[config.mk]
export PLATFORM = sky130hd
export DESIGN_NAME = lb_master
export DESIGN_NICKNAME = d
export VERILOG_FILES = /design/src/rtl/lb_pkg.sv /design/src/rtl/lb_cmd_fifo.sv /design/src/rtl/lb_master.sv
export SDC_FILE = /design/constraint.sdc
export NUM_CORES = 1
export LEC_CHECK = 0
export CAP_MARGIN = 20
export CELL_PAD_IN_SITES_DETAIL_PLACEMENT = 1
export CELL_PAD_IN_SITES_GLOBAL_PLACEMENT = 2
export CORE_MARGIN = 2
export CORE_UTILIZATION = 33
export CTS_BUF_LIST = sky130_fd_sc_hd__clkbuf_2
export DETAILED_ROUTE_END_ITERATION = 10
export GPL_TIMING_DRIVEN = 0
export PLACE_DENSITY_LB_ADDON = 0.15
export SYNTH_ARGS = -nofsm -noshare
export SYNTH_HDL_FRONTEND = slang
export SYNTH_SLANG_ARGS = --single-unit
[constraint.sdc]
create_clock -name clk -period 8.3 [get_ports clk]
set_input_delay 1.245 -clock clk [delete_from_list [all_inputs] [get_ports clk]]
set_output_delay 1.245 -clock clk [all_outputs]
set_load 0.01 [all_outputs]
[src/rtl/lb_pkg.sv]
// Shared types and widths for the local register bus initiator.
package lb_pkg;

  localparam int unsigned LB_ADDR_W = 8;
  localparam int unsigned LB_DATA_W = 32;

  typedef enum logic [1:0] {
    IDLE,
    STROBE,
    WAIT,
    RESP
  } lb_state_e;

  typedef struct packed {
    logic                 write;
    logic [LB_ADDR_W-1:0] addr;
    logic [LB_DATA_W-1:0] wdata;
  } lb_cmd_t;

endpackage

[src/rtl/lb_cmd_fifo.sv]
// Small command FIFO: power-of-2 depth, registered storage, occupancy counter.
module lb_cmd_fifo import lb_pkg::*; #(
  parameter int unsigned DEPTH = 2
) (
  input  logic    clk,
  input  logic    rst,
  input  logic    push_i,
  input  lb_cmd_t wdata_i,
  input  logic    pop_i,
  output lb_cmd_t rdata_o,
  output logic    full_o,
  output logic    empty_o
);

  localparam int unsigned AW = (DEPTH > 1) ? $clog2(DEPTH) : 1;

  logic [AW-1:0] wr_ptr_q, rd_ptr_q;
  logic [AW:0]   count_q, count_d;
  logic          push_ok, pop_ok;
  lb_cmd_t       mem_q [DEPTH];

  assign full_o  = (count_q == DEPTH[AW:0]);
  assign empty_o = (count_q == '0);
  assign pop_ok  = pop_i && !empty_o;
  // A push while full is accepted when a pop frees the slot in the same cycle.
  assign push_ok = push_i && (!full_o || pop_ok);
  assign rdata_o = mem_q[rd_ptr_q];

  always_comb begin
    count_d = count_q;
    case ({push_ok, pop_ok})
      2'b10:   count_d = count_q + 1'b1;
      2'b01:   count_d = count_q - 1'b1;
      default: count_d = count_q;
    endcase
  end

  always_ff @(posedge clk or posedge rst) begin
    if (rst) begin
      wr_ptr_q <= '0;
      rd_ptr_q <= '0;
      count_q  <= '0;
    end else begin
      if (push_ok) wr_ptr_q <= wr_ptr_q + 1'b1;
      if (pop_ok)  rd_ptr_q <= rd_ptr_q + 1'b1;
      count_q <= count_d;
    end
  end

  always_ff @(posedge clk) begin
    if (push_ok) mem_q[wr_ptr_q] <= wdata_i;
  end

endmodule

[src/rtl/lb_master.sv]
// Local register bus initiator: queues commands, runs one strobe/ack transaction
// at a time and returns read data or a timeout flag on a valid/ready port.
module lb_master import lb_pkg::*; #(
  parameter int unsigned FIFO_DEPTH = 2,
  parameter int unsigned ACK_EN     = 1,
  parameter int unsigned RD_LAT     = 1,
  parameter int unsigned TIMEOUT    = 15
) (
  input  logic                 clk,
  input  logic                 rst,
  input  logic                 cmd_valid,
  output logic                 cmd_ready,
  input  logic                 cmd_write,
  input  logic [LB_ADDR_W-1:0] cmd_addr,
  input  logic [LB_DATA_W-1:0] cmd_wdata,
  output logic                 rsp_valid,
  input  logic                 rsp_ready,
  output logic                 rsp_write,
  output logic [LB_ADDR_W-1:0] rsp_addr,
  output logic [LB_DATA_W-1:0] rsp_rdata,
  output logic                 rsp_timeout,
  output logic [LB_ADDR_W-1:0] Address,
  output logic [LB_DATA_W-1:0] DataIn,
  output logic                 Read,
  output logic                 Write,
  input  logic [LB_DATA_W-1:0] DataOut,
  input  logic                 ack
);

  lb_state_e            state_q, state_d;
  logic [7:0]           cnt_q, cnt_d;
  logic [LB_ADDR_W-1:0] addr_q, addr_d;
  logic [LB_DATA_W-1:0] data_q, data_d;
  logic                 write_q, write_d;
  logic [LB_DATA_W-1:0] rdata_q, rdata_d;
  logic                 tout_q, tout_d;

  logic    fifo_pop, fifo_full, fifo_empty;
  lb_cmd_t fifo_cmd, push_cmd;

  assign push_cmd = '{write: cmd_write, addr: cmd_addr, wdata: cmd_wdata};

  lb_cmd_fifo #(.DEPTH(FIFO_DEPTH)) u_fifo (
    .clk     (clk),
    .rst     (rst),
    .push_i  (cmd_valid && cmd_ready),
    .wdata_i (push_cmd),
    .pop_i   (fifo_pop),
    .rdata_o (fifo_cmd),
    .full_o  (fifo_full),
    .empty_o (fifo_empty)
  );

  always_comb begin
    state_d  = state_q;
    cnt_d    = cnt_q;
    addr_d   = addr_q;
    data_d   = data_q;
    write_d  = write_q;
    rdata_d  = rdata_q;
    tout_d   = tout_q;
    fifo_pop = 1'b0;
    case (state_q)
      IDLE: begin
        if (!fifo_empty) begin
          fifo_pop = 1'b1;
          addr_d   = fifo_cmd.addr;
          data_d   = fifo_cmd.wdata;
          write_d  = fifo_cmd.write;
          rdata_d  = '0;
          tout_d   = 1'b0;
          state_d  = STROBE;
        end
      end
      STROBE: begin
        cnt_d   = '0;
        state_d = WAIT;
      end
      WAIT: begin
        if (ACK_EN != 0) begin
          // ack takes priority over the final timeout cycle
          if (ack) begin
            rdata_d = write_q ? '0 : DataOut;
            state_d = RESP;
          end else if (cnt_q + 8'd1 == TIMEOUT[7:0]) begin
            tout_d  = 1'b1;
            rdata_d = '0;
            state_d = RESP;
          end else begin
            cnt_d = cnt_q + 8'd1;
          end
        end else begin
          if (write_q) begin
            state_d = RESP;
          end else if (cnt_q + 8'd1 == RD_LAT[7:0]) begin
            rdata_d = DataOut;
            state_d = RESP;
          end else begin
            cnt_d = cnt_q + 8'd1;
          end
        end
      end
      RESP: begin
        if (rsp_ready) state_d = IDLE;
      end
      default: state_d = IDLE;
    endcase
  end

  always_ff @(posedge clk or posedge rst) begin
    if (rst) begin
      state_q <= IDLE;
      cnt_q   <= '0;
      addr_q  <= '0;
      data_q  <= '0;
      write_q <= 1'b0;
      rdata_q <= '0;
      tout_q  <= 1'b0;
    end else begin
      state_q <= state_d;
      cnt_q   <= cnt_d;
      addr_q  <= addr_d;
      data_q  <= data_d;
      write_q <= write_d;
      rdata_q <= rdata_d;
      tout_q  <= tout_d;
    end
  end

  assign cmd_ready   = !fifo_full;
  assign Address     = addr_q;
  assign DataIn      = data_q;
  assign Read        = (state_q == STROBE) && !write_q;
  assign Write       = (state_q == STROBE) && write_q;
  assign rsp_valid   = (state_q == RESP);
  assign rsp_write   = write_q;
  assign rsp_addr    = addr_q;
  assign rsp_rdata   = rdata_q;
  assign rsp_timeout = tout_q;

endmodule

==> flow_summary.toml, run 1 <==
[synthesis]
ys_top_cells_by_area = "edfxtp_1, dfrtp_1, mux2i_1, a22o_1, o21ai_0"
ys_ff_latch = 170
synthCells = 435
synth_area_sq_um = 6395
synth_warnings = 0
yosysSeqAreaShare_pct = 72.94
synth_largest_area_cell = "edfxtp_1"
netlist.area_leader.share_pct = 38.51
ys_types = 35
mappedNetlistNets = 521
syn_area_per_cell_sq_um = 14.70

[power_and_ir_drop]
vdd_ir_drop_max_uv = 140.9
cellPowerDensity_nw_per_um2 = 355.0
total_leakage_power_uw = 0.003524
fin_total_pwr_uw = 3085

[setup_path]
cp_cell_sequence = "inv_1 > ha_1 > nor2b_1 > clkdlybuf4s50_1"
cpMaxStageDelayCell = "clkdlybuf4s50_1"
required_ps = 7050
cp_num_buf_inv = 2
cp.arrival_ps = 2190
endpoint_kind = "output port"
critical_path.max_fanout = 4
slowest_delay_ps = 560
start_kind = "flip-flop"
critical_path.top_delay_family = "buffers and inverters"
worst-setup-path-type = "flip-flop to output port"

[place]
dp_hpwl_mm = 10.80
place_congestion = 0.7268
portBuffers = 163
placed_cells = 862

[route]
post_drt_wl_per_cell_microns = 17.12
initialDrtViolationCount = 159
dr.pass1.iters = 4
via_count = 4127
wirelength_mm = 15.31
avgViaCountPerCell = 4.616
drc = 0
ant_nets = 0

[grt]
grt_pass1_wl_mm = 24.21
grt_pass1_vias = 4594
grt_max_degree = 58
grt.overflow.total = 0
antenna_found_initial = 1
grt_usage_pct = 15.45

[sta]
max_freq_mhz = 291.0
rsz0062_at_grt = "false"
slew_viol_final = 0
finalSetupViolCount = 0
finalClockSkew_ps = 39.13
tightest_slew_ps = 836.0
finalCritPeriodShare_pct = 41.40
final-hold-violation-count = 0
max-slew-margin-rel_pct = 44.27
fin_crit_ps = 3436
tns_ps = 0

[final_layout]
stdcell_count = 894
final_common_cell = "clkdlybuf4s50_1"
n_fill_cell = 1932
area_growth_pct = 35.88
final_cell_mix = "clkdlybuf4s50_1, dfrtp_1, edfxtp_1"
final_layout_size_suffix_gt1_share_pct = 7.899
fin_nets = 707

[floorplan]
dieArea_sq_um = 20510
coreArea_sq_um = 18830
initial_utilization_pct = 33.96
die_width_microns = 143.2
pin_count = 164
die_h_microns = 143.2
num_rows = 50

[cts]
cts_buffer_depth = 2
clkSinkCount = 170
cts_resized = 0
cts_root_buffer = "clkbuf_2"
post_cts_buffers = 0
tritoncts = "done"
clkTransAtPathRegs_ps = 230
clock_latency_ps = 710
htree_num_levels = 4
numCtsBuffers = 17
ctsHoldBuffers = 0

[flow_run]
max-cap-violations = 0

[worst_hold_path]
hold_class = "flip-flop to flip-flop"

[run_status]
outcome = "complete, no violations"
flip-flops by register name (all words and copies together) (netlist names):
signal / flops
Address: 8
DataIn: 32
cnt_q: 8
rsp_rdata: 32
rsp_timeout: 1
rsp_write: 1
state_q: 2
u_fifo.count_q: 2
u_fifo.mem_q: 82
u_fifo.rd_ptr_q: 1
u_fifo.wr_ptr_q: 1
per-layer routing:
| layer | vias up | share of wire, % | track usage (%) |
|---|---|---|---|
| met5 | - | 0 | 0 |
| met4 | 0 | 0.74 | 3.752 |
| met3 | 9 | 7.0 | 5.198 |
| met2 | 115 | 51 | 26.97 |
| met1 | 2066 | 42 | 18.37 |
| li1 | 1937 | - | - |
cell usage after synthesis (all sizes together):
cell type / n
nor4bb: 1
inv: 7
o21bai: 1
a22o: 32
nor3: 1
xor2: 4
o21a: 1
nand2: 53
edfxtp: 82
mux2i: 44
clkbuf: 14
nand4: 1
nor2: 10
o32a: 1
nor2b: 1
o31ai: 1
a31oi: 2
nor3b: 1
dfrtp: 88
and3: 1
ha: 8
nand2b: 2
nand3: 4
and2: 2
and4b: 1
o21ai: 49
or3: 1
mux2: 1
buf: 16
a21oi: 1
xnor2: 4
where the power goes:
part | leakage, uW | internal (uW) | switching (uW)
Combinational | 0.00149 | 684 | 644
Clock | 0.000135 | 115 | 301
Sequential | 0.00190 | 1190 | 154
Total | 0.00352 | 1990 | 1100
worst min-delay path: cells and delay by family, from the launching register on:
family / cells / cell delay [ps]
and+or+nand+nor: 1 / 50
DFF: 1 / 400
AOI/OAI and AO/OA: 1 / 60
kinds of logic (layout without fill, tap and decap cells):
logic type               count (synthesis)  after routing  share of synthesized area (%)
other                                    0              1                              0
multiplexers                            45             45                          7.063
adder cells (fa/ha/maj)                  8              8                          1.565
AND/OR/NAND/NOR                         79             79                          5.303
buffers and inverters                   37            235                          3.013
AO/OA/AOI/OAI                           88             88                          9.020
flip-flops                             170            170                          72.94
XOR/XNOR                                 8              8                          1.096
layout make-up:
| class | count | area (sq um) | share of cell area, % |
|---|---|---|---|
| Timing Repair Buffer | 167 | 1734 | 19.96 |
| Multi-Input combinational cell | 228 | 1546 | 17.80 |
| Sequential cell | 170 | 4664 | 53.68 |
| Tap cell | 260 | 325.3 | 3.744 |
| Clock buffer | 17 | 85.08 | 0.9791 |
| Antenna cell | 1 | 2.502 | 0.02880 |
| Clock inverter | 14 | 136.4 | 1.569 |
| Buffer | 30 | 166.4 | 1.915 |
| Inverter | 7 | 28.78 | 0.3312 |
per-stage QoR:
stage                     area, sq um  hold slack [ps]  setup WS, ps  utilization, %
after global routing             8690            546.9          4639           46.15
final                            8690            525.5          4864           46.15
after floorplan                  6395            460.4          4776               -
after global placement           8352            462.7          2986           44.35
after detailed placement         8466            478.0          5150           44.96
after CTS                        8687            532.4          4736           46.13
final timing paths:
path / start / end / slack [ps] / cells after the start
worst max-delay path: state_q[1]$_DFFE_PP0P_ / Read / 4860 / 4
worst min-delay path: DataIn[20]$_DFFE_PP0P_ / DataIn[20]$_DFFE_PP0P_ / 530 / 2
worst max register to register: state_q[0]$_DFFE_PP0P_ / rsp_rdata[13]$_DFFE_PP0P_ / 5800 / 10
worst min register to register: DataIn[20]$_DFFE_PP0P_ / DataIn[20]$_DFFE_PP0P_ / 530 / 2
max in group asynchronous: rst / DataIn[14]$_DFFE_PP0P_ / 6780 / 3
min in group asynchronous: rst / rsp_rdata[4]$_DFFE_PP0P_ / 860 / 2
Power figures use the tool's default switching activity.
==> run 2, diff against run 1 <==
Settings changed: CORE_UTILIZATION 33 to 31.
Clock period 8.3 ns to 3.05 ns, I/O delays scaled along.
==> run 2 against run 1 <==
Die area increased by 6.3%. Sequential share of layout area decreased by 0.12 points. Count of clock-buffer cells in the layout increased by 1. Utilization decreased by 3.1 points. Clock skew increased by 1.2 ps. Hold slack got worse by 250 ps. Power increased to 2.7 times the previous value. First-iteration DRC count decreased by 17%. Via count increased by 0.97%. Flip-flop and latch count unchanged. Setup slack got worse by 4500 ps.
==> flow_summary.toml, run 2 (synthesis results as in run 1) <==
[setup_path]
critical_path.max_fanout = 4
crit_path_end = "Read"
worstReg2RegStart = "state_q[0]$_DFFE_PP0P_"
cp.arrival_ps = 2210
cp-startpoint = "state_q[1]$_DFFE_PP0P_"
r2r_cells = 10
endpoint_kind = "output port"
worst-setup-path-type = "flip-flop to output port"
start_kind = "flip-flop"
worstReg2RegEnd = "rsp_rdata[6]$_DFFE_PP0P_"
r2r_slack_ps = 600
required_ps = 2590

[floorplan]
coreArea_sq_um = 20230
pin_count = 164
die_width_microns = 147.6
initial_utilization_pct = 31.60
die_h_microns = 147.6
dieArea_sq_um = 21790
num_rows = 52

[route]
via_count = 4167
avgViaCountPerCell = 4.604
initialDrtViolationCount = 132
post_drt_wl_per_cell_microns = 17.33
dr.pass1.iters = 4
drc = 0
wirelength_mm = 15.68
ant_nets = 0

[final_layout]
fin_nets = 707
stdcell_count = 905
n_fill_cell = 2090
area_growth_pct = 36.20
final_layout_size_suffix_gt1_share_pct = 7.729
final_common_cell = "clkdlybuf4s50_1"
largest_reg_flops = 82
largest_register = "u_fifo.mem_q"
final_cell_mix = "clkdlybuf4s50_1, dfrtp_1, edfxtp_1"

[sta]
finalCritPeriodShare_pct = 87.36
fin_crit_ps = 2665
finalSetupViolCount = 0
max-slew-margin-rel_pct = 46.07
slew_viol_final = 0
rsz0062_at_grt = "false"
final-hold-violation-count = 0
max_freq_mhz = 375.3
finalClockSkew_ps = 40.35
tightest_slew_ps = 808.9

[grt]
grt.overflow.total = 0
grt_pass1_wl_mm = 25.32
grt_usage_pct = 15.06
grt_pass1_vias = 4723
antenna_found_initial = 1
grt_max_degree = 59

[cts]
cts_resized = 0
cts_buffer_depth = 2
clock_latency_ps = 730
cts_root_buffer = "clkbuf_2"
numCtsBuffers = 17
htree_num_levels = 4
clkTransAtPathRegs_ps = 280
tritoncts = "done"
clkSinkCount = 170

[power_and_ir_drop]
fin_total_pwr_uw = 8469
cellPowerDensity_nw_per_um2 = 972.4
vdd_ir_drop_max_uv = 343.7
total_leakage_power_uw = 0.003528

[flow_run]
max-cap-violations = 0

[place]
placed_cells = 871
dp_hpwl_mm = 10.99
portBuffers = 163
place_congestion = 0.7227

[worst_hold_path]
hold_class = "input port to flip-flop"

[run_status]
outcome = "complete, no violations"
-- run 2: worst min path at each step --
stage / cells past startpoint / end / start / slack [ps]
final: 1 / u_fifo.mem_q[0][5]$_DFFE_PP_ / cmd_wdata[5] / 270
after global routing: 1 / u_fifo.mem_q[1][5]$_DFFE_PP_ / cmd_wdata[5] / 130
after CTS: 1 / u_fifo.mem_q[1][5]$_DFFE_PP_ / cmd_wdata[5] / 180
after detailed placement: 2 / DataIn[24]$_DFFE_PP0P_ / DataIn[24]$_DFFE_PP0P_ / 470
after global placement: 2 / DataIn[27]$_DFFE_PP0P_ / DataIn[27]$_DFFE_PP0P_ / 460
after floorplan: 1 / u_fifo.wr_ptr_q$_DFFE_PP0P_ / u_fifo.wr_ptr_q$_DFFE_PP0P_ / 460
-- run 2: per-layer routing --
metal	vias to the layer above	wire, microns	track usage [%]
li1	1938	-	-
met4	0	127	3.606
met5	-	0	0
met1	2102	6384	17.64
met2	118	8124	26.77
met3	9	1048	4.938
-- run 2: cell type report --
type / instances / area, sq um / area share (%)
Clock buffer: 18 / 90.09 / 1.034
Antenna cell: 1 / 2.502 / 0.02873
Multi-Input combinational cell: 228 / 1546 / 17.76
Timing Repair Buffer: 167 / 1709 / 19.62
Sequential cell: 170 / 4664 / 53.56
Tap cell: 270 / 337.8 / 3.879
Clock inverter: 14 / 163.9 / 1.882
Inverter: 7 / 28.78 / 0.3304
Buffer: 30 / 166.4 / 1.911
-- run 2: worst max-delay path: stages (launching register included) --
cell	delay, ps
dfrtp_1	460
inv_1	120
ha_1	230
nor2b_1	140
clkdlybuf4s50_1	560
-- run 2: through the flow --
stage          hold slack [ps]  instance area (sq um)  setup slack, ps  util [%]  TNS (ps)
2_1_floorplan            460.4                   6395            151.5         -         0
3_3_place_gp             464.1                   8364            -1567     41.34   -195670
3_5_place_dp             473.4                   8443            581.0     41.73         0
4_1_cts                  181.1                   8707            274.8     43.03         0
5_1_grt                  133.7                   8710            156.1     43.04         0
6_report                 271.3                   8710            385.5     43.04         0
-- run 2: power by group --
part | total (uW) | internal (uW) | switching (uW)
clock network | 1240 | 400 | 842
logic | 3580 | 1830 | 1750
registers | 3640 | 3230 | 409
-- run 2: timing repair --
action | in CTS | in global routing
endpoints found under the hold margin | 3 | 0
setup buffers | 0 | 0
hold buffers | 1 | 0
